**config.mk**
```make
export PLATFORM = sky130hd
export DESIGN_NAME = sram_axi_bridge
export DESIGN_NICKNAME = d
export VERILOG_FILES = /design/src/rtl/sram_axi_bridge_pkg.sv /design/src/rtl/bridge_os_cnt.sv /design/src/rtl/sram_axi_bridge.sv
export SDC_FILE = /design/constraint.sdc
export NUM_CORES = 1
export LEC_CHECK = 0
export CAP_MARGIN = 10
export CORE_AREA = 2 2 168 170
export CTS_BUF_LIST = sky130_fd_sc_hd__clkbuf_16
export CTS_CLUSTER_DIAMETER = 150
export DETAILED_ROUTE_END_ITERATION = 10
export DIE_AREA = 0 0 170 172
export PLACE_DENSITY_LB_ADDON = 0.2
export SLEW_MARGIN = 20
export SYNTH_ARGS = -nofsm -noshare
export SYNTH_HDL_FRONTEND = slang
export SYNTH_HIERARCHICAL = 1
export SYNTH_SLANG_ARGS = --single-unit
```
**constraint.sdc**
```tcl
create_clock -name clk -period 5.4 [get_ports clk]
set_input_delay 0.54 -clock clk [delete_from_list [all_inputs] [get_ports clk]]
set_output_delay 0.54 -clock clk [all_outputs]
set_load 0.05 [all_outputs]
```
**src/rtl/sram_axi_bridge_pkg.sv**
```systemverilog
// rtl/sram_axi_bridge_pkg.sv - shared constants and helpers for sram_axi_bridge
// Purpose: AXI constant encodings, default transaction IDs, SRAM size encodings
// and the SRAM-size to AXI-size mapping used by the bridge.
// Ports: none (package).
package sram_axi_bridge_pkg;

  localparam logic [1:0] AXI_BURST_INCR = 2'b01;

  localparam logic [3:0] ID_INST_DEF = 4'd0;
  localparam logic [3:0] ID_DATA_DEF = 4'd1;

  typedef enum logic [1:0] {
    SRAM_SIZE_BYTE = 2'd0,
    SRAM_SIZE_HALF = 2'd1,
    SRAM_SIZE_WORD = 2'd2
  } sram_size_e;

  // SRAM size codes are log2(bytes), which is exactly the AXI AxSIZE encoding.
  function automatic logic [2:0] axi_size(input logic [1:0] size);
    return {1'b0, size};
  endfunction

endpackage

```
**src/rtl/bridge_os_cnt.sv**
```systemverilog
// rtl/bridge_os_cnt.sv - saturating up/down outstanding-read counter
// Purpose: tracks in-flight reads for one SRAM-like port.
// Ports:
//   clk, resetn : clock, asynchronous active-low reset
//   inc, dec    : one read accepted / one read returned this cycle
//   full        : count has reached MAX
//   empty       : count is zero
module bridge_os_cnt #(
  parameter int MAX = 2
) (
  input  logic clk,
  input  logic resetn,
  input  logic inc,
  input  logic dec,
  output logic full,
  output logic empty
);

  localparam int W = $clog2(MAX + 1);
  localparam logic [W-1:0] MAX_V = W'(MAX);

  logic [W-1:0] cnt_q, cnt_d;
  logic         inc_ok, dec_ok;

  // Saturate at both ends so a stray pulse can never wrap the count.
  assign inc_ok = inc && !full;
  assign dec_ok = dec && !empty;

  always_comb begin
    cnt_d = cnt_q;
    if (inc_ok && !dec_ok) begin
      cnt_d = cnt_q + 1'b1;
    end else if (dec_ok && !inc_ok) begin
      cnt_d = cnt_q - 1'b1;
    end
  end

  always_ff @(posedge clk or negedge resetn) begin
    if (!resetn) begin
      cnt_q <= '0;
    end else begin
      cnt_q <= cnt_d;
    end
  end

  assign full  = (cnt_q == MAX_V);
  assign empty = (cnt_q == '0);

endmodule

```
**src/rtl/sram_axi_bridge.sv**
```systemverilog
// rtl/sram_axi_bridge.sv - two SRAM-like ports (inst, data) to one AXI3 master
// Purpose: single-beat AXI3 master fed by the core's inst and data SRAM-like
// ports, with per-port outstanding-read limits and a data port that never has
// reads and a write in flight together.
// Ports:
//   clk, resetn          : clock, asynchronous active-low reset
//   inst_sram_*          : instruction request port (reads only)
//   data_sram_*          : data request port (reads and writes)
//   ar*/r*               : AXI read address / read data channels
//   aw*/w*/b*            : AXI write address / write data / response channels
module sram_axi_bridge
  import sram_axi_bridge_pkg::*;
#(
  parameter int         ADDR_W         = 32,
  parameter int         DATA_W         = 32,
  parameter int         RD_OUTSTANDING = 2,
  parameter logic [3:0] ID_INST        = ID_INST_DEF,
  parameter logic [3:0] ID_DATA        = ID_DATA_DEF
) (
  input  logic                clk,
  input  logic                resetn,
  input  logic                inst_sram_req,
  input  logic                inst_sram_wr,
  input  logic [1:0]          inst_sram_size,
  input  logic [DATA_W/8-1:0] inst_sram_wstrb,
  input  logic [ADDR_W-1:0]   inst_sram_addr,
  input  logic [DATA_W-1:0]   inst_sram_wdata,
  output logic                inst_sram_addr_ok,
  output logic                inst_sram_data_ok,
  output logic [DATA_W-1:0]   inst_sram_rdata,
  input  logic                data_sram_req,
  input  logic                data_sram_wr,
  input  logic [1:0]          data_sram_size,
  input  logic [DATA_W/8-1:0] data_sram_wstrb,
  input  logic [ADDR_W-1:0]   data_sram_addr,
  input  logic [DATA_W-1:0]   data_sram_wdata,
  output logic                data_sram_addr_ok,
  output logic                data_sram_data_ok,
  output logic [DATA_W-1:0]   data_sram_rdata,
  output logic [3:0]          arid,
  output logic [ADDR_W-1:0]   araddr,
  output logic [7:0]          arlen,
  output logic [2:0]          arsize,
  output logic [1:0]          arburst,
  output logic [1:0]          arlock,
  output logic [3:0]          arcache,
  output logic [2:0]          arprot,
  output logic                arvalid,
  input  logic                arready,
  input  logic [3:0]          rid,
  input  logic [DATA_W-1:0]   rdata,
  input  logic [1:0]          rresp,
  input  logic                rlast,
  input  logic                rvalid,
  output logic                rready,
  output logic [3:0]          awid,
  output logic [ADDR_W-1:0]   awaddr,
  output logic [7:0]          awlen,
  output logic [2:0]          awsize,
  output logic [1:0]          awburst,
  output logic [1:0]          awlock,
  output logic [3:0]          awcache,
  output logic [2:0]          awprot,
  output logic                awvalid,
  input  logic                awready,
  output logic [3:0]          wid,
  output logic [DATA_W-1:0]   wdata,
  output logic [DATA_W/8-1:0] wstrb,
  output logic                wlast,
  output logic                wvalid,
  input  logic                wready,
  input  logic [3:0]          bid,
  input  logic [1:0]          bresp,
  input  logic                bvalid,
  output logic                bready
);

  logic                arvalid_q, arvalid_d;
  logic [3:0]          arid_q, arid_d;
  logic [ADDR_W-1:0]   araddr_q, araddr_d;
  logic [2:0]          arsize_q, arsize_d;
  logic                awvalid_q, awvalid_d;
  logic                wvalid_q, wvalid_d;
  logic                wr_pend_q, wr_pend_d;
  logic [ADDR_W-1:0]   awaddr_q, awaddr_d;
  logic [2:0]          awsize_q, awsize_d;
  logic [DATA_W-1:0]   wdata_q, wdata_d;
  logic [DATA_W/8-1:0] wstrb_q, wstrb_d;

  logic inst_full, data_full, data_empty;
  logic inst_cnt_empty_unused;
  logic data_rd_acc, inst_rd_acc, data_wr_acc;
  logic inst_r_ret, data_r_ret, b_ret;
  logic ignored_unused;

  // Responses are never checked and the inst port never writes.
  assign ignored_unused = ^{inst_sram_wstrb, inst_sram_wdata, rresp, bresp};

  // Data reads win the single AR slot; inst simply retries next cycle.
  // Data reads also wait for any write to finish, and data writes wait for
  // all data reads to drain, so the data port never mixes directions.
  assign data_rd_acc = data_sram_req && !data_sram_wr && !arvalid_q && !data_full && !wr_pend_q;
  assign inst_rd_acc = inst_sram_req && !inst_sram_wr && !arvalid_q && !inst_full && !data_rd_acc;
  assign data_wr_acc = data_sram_req && data_sram_wr && !wr_pend_q && data_empty;

  // Returns are forwarded combinationally; unknown IDs fall through unused.
  assign inst_r_ret = rvalid && rlast && (rid == ID_INST);
  assign data_r_ret = rvalid && rlast && (rid == ID_DATA);
  assign b_ret      = bvalid && (bid == ID_DATA);

  bridge_os_cnt #(.MAX(RD_OUTSTANDING)) u_inst_cnt (
    .clk    (clk),
    .resetn (resetn),
    .inc    (inst_rd_acc),
    .dec    (inst_r_ret),
    .full   (inst_full),
    .empty  (inst_cnt_empty_unused)
  );

  bridge_os_cnt #(.MAX(RD_OUTSTANDING)) u_data_cnt (
    .clk    (clk),
    .resetn (resetn),
    .inc    (data_rd_acc),
    .dec    (data_r_ret),
    .full   (data_full),
    .empty  (data_empty)
  );

  always_comb begin
    arvalid_d = arvalid_q;
    arid_d    = arid_q;
    araddr_d  = araddr_q;
    arsize_d  = arsize_q;
    awvalid_d = awvalid_q;
    wvalid_d  = wvalid_q;
    wr_pend_d = wr_pend_q;
    awaddr_d  = awaddr_q;
    awsize_d  = awsize_q;
    wdata_d   = wdata_q;
    wstrb_d   = wstrb_q;

    if (arvalid_q && arready) begin
      arvalid_d = 1'b0;
    end
    // Accepts are gated on !arvalid_q, so they never collide with a handshake.
    if (data_rd_acc) begin
      arvalid_d = 1'b1;
      arid_d    = ID_DATA;
      araddr_d  = data_sram_addr;
      arsize_d  = axi_size(data_sram_size);
    end else if (inst_rd_acc) begin
      arvalid_d = 1'b1;
      arid_d    = ID_INST;
      araddr_d  = inst_sram_addr;
      arsize_d  = axi_size(inst_sram_size);
    end

    if (awvalid_q && awready) begin
      awvalid_d = 1'b0;
    end
    if (wvalid_q && wready) begin
      wvalid_d = 1'b0;
    end
    if (b_ret) begin
      wr_pend_d = 1'b0;
    end
    if (data_wr_acc) begin
      awvalid_d = 1'b1;
      wvalid_d  = 1'b1;
      wr_pend_d = 1'b1;
      awaddr_d  = data_sram_addr;
      awsize_d  = axi_size(data_sram_size);
      wdata_d   = data_sram_wdata;
      wstrb_d   = data_sram_wstrb;
    end
  end

  always_ff @(posedge clk or negedge resetn) begin
    if (!resetn) begin
      arvalid_q <= 1'b0;
      arid_q    <= '0;
      araddr_q  <= '0;
      arsize_q  <= '0;
      awvalid_q <= 1'b0;
      wvalid_q  <= 1'b0;
      wr_pend_q <= 1'b0;
      awaddr_q  <= '0;
      awsize_q  <= '0;
      wdata_q   <= '0;
      wstrb_q   <= '0;
    end else begin
      arvalid_q <= arvalid_d;
      arid_q    <= arid_d;
      araddr_q  <= araddr_d;
      arsize_q  <= arsize_d;
      awvalid_q <= awvalid_d;
      wvalid_q  <= wvalid_d;
      wr_pend_q <= wr_pend_d;
      awaddr_q  <= awaddr_d;
      awsize_q  <= awsize_d;
      wdata_q   <= wdata_d;
      wstrb_q   <= wstrb_d;
    end
  end

  assign inst_sram_addr_ok = inst_rd_acc;
  assign data_sram_addr_ok = data_rd_acc || data_wr_acc;
  assign inst_sram_data_ok = inst_r_ret;
  assign data_sram_data_ok = data_r_ret || b_ret;
  assign inst_sram_rdata   = rdata;
  assign data_sram_rdata   = rdata;

  assign arid    = arid_q;
  assign araddr  = araddr_q;
  assign arlen   = 8'd0;
  assign arsize  = arsize_q;
  assign arburst = AXI_BURST_INCR;
  assign arlock  = 2'b00;
  assign arcache = 4'b0000;
  assign arprot  = 3'b000;
  assign arvalid = arvalid_q;
  assign rready  = 1'b1;

  assign awid    = ID_DATA;
  assign awaddr  = awaddr_q;
  assign awlen   = 8'd0;
  assign awsize  = awsize_q;
  assign awburst = AXI_BURST_INCR;
  assign awlock  = 2'b00;
  assign awcache = 4'b0000;
  assign awprot  = 3'b000;
  assign awvalid = awvalid_q;

  assign wid    = ID_DATA;
  assign wdata  = wdata_q;
  assign wstrb  = wstrb_q;
  assign wlast  = 1'b1;
  assign wvalid = wvalid_q;
  assign bready = 1'b1;

endmodule

```
Yosys cells after proc, flatten, opt, wreduce, memory -nomap -nowiden

Cells that the tools add are included.

Register bits after elaboration: 117
Bits in latches: 0
Bits in writable memories: 0
Bits in read-only memories: 0
Bits of input ports: 196
Output and inout bits: 230
Logic and storage cells: 91
Memories: 0

$add $sub $neg: 4
Multiply operators: 0
Divide/modulo/power cells: 0
Magnitude comparators: 0
Equality and inequality tests: 4
Shifts and indexed selects: 0
Multiplexer cells: 19
Bitwise operators: 0
Reduce and logical (&&, ||, !) cells: 51

Operator list:

| cell                                                               | number |
|---|---|
| 32-bit two-way mux                                                 | 2 |
| 1-bit logical AND                                                  | 26 |
| 1-bit logical NOT                                                  | 13 |
| 2-bit nonzero test                                                 | 6 |
| 1-bit two-way mux                                                  | 9 |
| 4-bit by 1-bit == test with 1-bit output, second input constant    | 2 |
| 2-bit two-way mux                                                  | 4 |
| 4-bit two-way mux                                                  | 2 |
| 3-bit two-way mux                                                  | 2 |
| 2-bit by 1-bit adder with 2-bit output, second input constant      | 2 |
| 2-bit == test, second input constant                               | 2 |
| 2-bit logical NOT                                                  | 2 |
| 4-bit logical NOT                                                  | 1 |
| 2-bit by 1-bit subtractor with 2-bit output, second input constant | 2 |
| 3-bit nonzero test                                                 | 1 |
| 1-bit logical OR                                                   | 2 |

Depth between registers and ports, before layout

Depth in word-level cells: 12
Mapped depth: 10
Gate-level depth less buffers: 8

Cells and area by module

Netlist, hierarchy kept.

Modules (own cells, without submodules):

| module          | times used | cells each | area an instance (µm²) | sequential area each (µm²) |
|---|---|---|---|---|
| sram_axi_bridge | 1          | 407        | 5,430.2                | 2,727.6 |
| bridge_os_cnt   | 2          | 11         | 116.4                  | 50.0 |

Worst setup path after synthesis

OpenSTA, ideal clock, no wires.

Kind: register to register
Start: register u_data_cnt.cnt_q[0]
End: register u_inst_cnt.cnt_q[1]
Setup time: 0.079 ns
Arrival time: 2.516 ns
Data required time: 5.321 ns
Path slack: 2.805 ns
Cell stages (with the launch flop): 10
Path buffers: 2
Clock period less this slack: 2.595 ns
Path through: dfrtp_1 > and2b_2 > or4_4 > buf_6 > buf_6 > and2_1 > nor2b_1 > ha_1 > nor2_1 > xor2_1

Cells in the longest elaborated chain, start to end: 10
Elaborated cells between the ends (all ways): 12
Those cells by class: eq/ne (1); mux (1); reduce/logical (10)

RTL lines:

| what                                | line                   | RTL |
|---|---|---|
| from (decl)                         | bridge_os_cnt.sv:22    | `logic [W-1:0] cnt_q, cnt_d;` |
| from (signal assigned)              | bridge_os_cnt.sv:42    | `cnt_q <= cnt_d;` |
| 2-bit == test (*)                   | bridge_os_cnt.sv:46    | `assign full = (cnt_q == MAX_V);` |
| via data_full                       | sram_axi_bridge.sv:90  | `logic inst_full, data_full, data_empty;` |
| 1-bit logical NOT (*)               | sram_axi_bridge.sv:102 | `assign data_rd_acc = data_sram_req && !data_sram_wr && !arvalid_q && !data_full && !wr_pend_q;` |
| 1-bit logical AND (*) (2 in a row)  | sram_axi_bridge.sv:102 |  |
| 1-bit logical NOT (*)               | sram_axi_bridge.sv:103 | `assign inst_rd_acc = inst_sram_req && !inst_sram_wr && !arvalid_q && !inst_full && !data_rd_acc;` |
| 1-bit logical AND (*)               | sram_axi_bridge.sv:103 |  |
| via inst_sram_addr_ok               | sram_axi_bridge.sv:28  | `output logic inst_sram_addr_ok,` |
| 1-bit logical AND (*)               | bridge_os_cnt.sv:26    | `assign inc_ok = inc && !full;` |
| 1-bit logical NOT                   | bridge_os_cnt.sv:33    | `end else if (dec_ok && !inc_ok) begin` |
| 1-bit logical AND                   | bridge_os_cnt.sv:33    |  |
| 2-bit nonzero test (no source line) | --                     |  |
| to (signal assigned)                | bridge_os_cnt.sv:42    |  |
| to (decl)                           | bridge_os_cnt.sv:22    |  |

Mark *: on every way through the listed nets, which the timed path passes. The rest lies on a longest branch.
A chain may end at the register's enable or synchronous reset.

Final worst setup path

Start: register u_data_cnt.cnt_q[0]
End: output inst_sram_addr_ok

Cells in the longest elaborated chain, start to end: 6

RTL lines:

| what                           | line |
|---|---|
| 2-bit == test                  | bridge_os_cnt.sv:46 |
| via data_full                  | sram_axi_bridge.sv:90 |
| 1-bit logical NOT              | sram_axi_bridge.sv:102 |
| 1-bit logical AND (2 in a row) | sram_axi_bridge.sv:102 |
| 1-bit logical NOT              | sram_axi_bridge.sv:103 |
| 1-bit logical AND              | sram_axi_bridge.sv:103 |
| to (decl)                      | sram_axi_bridge.sv:28 |

The timed path passes the listed nets, and every way through them passes these cells.

==> metrics.csv <==
stage,metric,value,unit
drt,DRC,0,
clock_tree,CTS sink cnt,113,
clock_tree,CTS root buf,clkbuf_16,
sta,Max Clk Rate,0.2936,GHz
sta,Final Cycle Share,0.6307,
sta,# setup viols final,0,
final_layout,Multi-input gate area,2031,sq um
floorplanning,Die Wd,170,um
setup_path,CP Max Fanout,39,
setup_path,Worst EP required,4860,ps
final_layout,final core utilization,0.3028,
sta,worst slew pin tran,954.6,ps
sta,Max Clock Skew,14.60,ps
clock_tree,cts bufs inserted,17,
setup_path,critical path class,flop to primary output,
sta,setup TNS,0,ps
setup_path,startpoint types,flop,
clock_tree,"Reg clk slew, reported paths",60,ps
clock_tree,number of gates resized after CTS,0,
floorplanning,initial core utilization,0.2060,
final_layout,"commonest non-fill, non-tap cell in the layout",clkdlybuf4s50_1,
power_and_ir_drop,PwrDens,716.1,nW/um^2
power_and_ir_drop,total net switching power,0.002675,W
drt,Via Count,3628,
place,post-DP HPWL,10.49,mm
clock_tree,number of setup buffers added after CTS,0,
clock_tree,CTS Hold Bufs,0,
sta,min Tclk post-route,3406,ps
clock_tree,Clock Tree Buf Depth,2,
grt,GRT overflow,0,
floorplanning,die height,172,um
logic_synthesis,Mapped Cells,428,
logic_synthesis,Avg Inst Size Synth,13.22,sq um
power_and_ir_drop,Internal,0.003284,W
power_and_ir_drop,Switching Share,0.4489,
drt,average wire per standard cell,15.25,um
power_and_ir_drop,Total Power,0.005958,W
drt,Detailed Route WL,14.68,mm
sta,final hold vios,0,
clock_tree,CTS tree,yes,
setup_path,CP Capture Type,primary output,
place,DP Worst Slack,2022,ps
final_layout,layout net count,802,
floorplanning,Die ar.,29240,sq um
sta,Slew headroom,0.3636,
drt,Post-DRT Antenna Nets,0,
grt,pin count of the biggest net entering global routing,74,
clock_tree,H-tree depth,4,
sta,unrepaired setup endpoints after global routing,no,
final_layout,layout overhead on the synthesized area,47.03,%
final_layout,highest-count cells in the layout ignoring fill and taps,"clkdlybuf4s50_1 (234), mux2_2 (133), dfrtp_1 (113)",
power_and_ir_drop,Clk pwr share,0.204,
drt,DR pass1 iterations,4,
floorplanning,Core Region,27480,sq um
power_and_ir_drop,peak supply drop,0.3703,mV
power_and_ir_drop,leakage power,3.523,nW
sta,"Slew Viols, Final",0,
setup_path,Worst Path Arrival,2870,ps
floorplanning,Row Count,61,
logic_synthesis,yosys warns,6,
final_layout,layout cells sized above 1,0.2885,
final_layout,Ant. Diodes,0,
floorplanning,# IOs,426,
grt,Global Route Usage Sum,0.09906,
grt,first-pass GRT wire length,21.92,mm
grt,initial antenna violation count,0,
run_status,status,completed,
power_and_ir_drop,logic gate share of total power,0.544,
place,number of I/O port buffers,235,
min_path,HP Class,primary input to asynchronous set/reset pin,
grt,vias in the first global route,3933,
final_layout,register area,2828,sq um
job,Max Cap Viol,0,
power_and_ir_drop,sequential power share,0.253,
final_layout,FILL cells,2749,
drt,Iteration-0 DRC Markers,75,
place,routability cong.,0.6951,
drt,Via-to-Cell Ratio,3.767,
sta,final worst slack,1994,ps
clock_tree,clock latency on the worst-skew pair,410,ps
logic_synthesis,Synth Cell Area,5659,sq um
cell type report:
type | instances | area share
multi-input combinational | 228 | 0.2441
clock buffer | 17 | 0.05113
inverter | 5 | 0.002256
clock inverter | 15 | 0.02466
tap | 346 | 0.05203
timing repair buffer | 239 | 0.2860
sequential | 113 | 0.3398
flip-flops by register name, indices dropped and copies added, names as in the netlist:
signal,count
awsize,2
araddr,32
arid,1
arvalid,1
awaddr,32
wdata,32
wstrb,4
awvalid,1
u_data_cnt/cnt_q,2
arsize,2
u_inst_cnt/cnt_q,2
wr_pend_q,1
wvalid,1
final timing paths:
check	cells past startpoint	from	slack (ps)	end
setup / recovery	4	u_data_cnt/cnt_q[0]$_DFFE_PN0P_	1990	inst_sram_addr_ok
hold / removal	1	resetn	270	wdata[9]$_DFFE_PN0P_
setup reg to reg	7	u_data_cnt/cnt_q[0]$_DFFE_PN0P_	2850	u_inst_cnt/cnt_q[1]$_DFFE_PN0P_
hold reg to reg	1	u_inst_cnt/cnt_q[1]$_DFFE_PN0P_	480	u_inst_cnt/cnt_q[1]$_DFFE_PN0P_
max in group asynchronous	2	resetn	3950	araddr[22]$_DFFE_PN0P_
min in group clk	1	u_inst_cnt/cnt_q[1]$_DFFE_PN0P_	480	u_inst_cnt/cnt_q[1]$_DFFE_PN0P_
through the flow:
stage          instances  area (sq um)  hold WS, ps
3_3_place_gp         931          7690        472.0
5_1_grt              963          8320        359.1
2_1_floorplan        480          5854        244.4
6_report             963          8320        267.5
4_1_cts              963          8320        323.8
3_5_place_dp         931          7690        483.7
metal layers:
layer	share of wire	wire length, um	track usage	vias up
li1	-	-	-	1632
met1	0.35	5200	0.09842	1760
met2	0.50	7305	0.1693	200
met3	0.12	1767	0.05379	36
met4	0.028	409	0.04831	0
met5	0	0	0	-
power by group through the flow:
stage | Clock (W) | Combinational, W | Sequential [W]
after detailed placement | 0 | 0.00327 | 0.00152
final | 0.00121 | 0.00324 | 0.00151
after global routing | 0.00130 | 0.00338 | 0.00156
after CTS | 0.00127 | 0.00328 | 0.00152
after global placement | 0 | 0.00326 | 0.00150
after floorplan | 0 | 0.000918 | 0.00290
worst max-delay path: stages (launching register included):
cell             delay, ps
dfrtp_1                420
and2b_2                250
or4_4                  820
and2_1                 260
clkdlybuf4s50_1        710
Power figures use the tool's default switching activity.
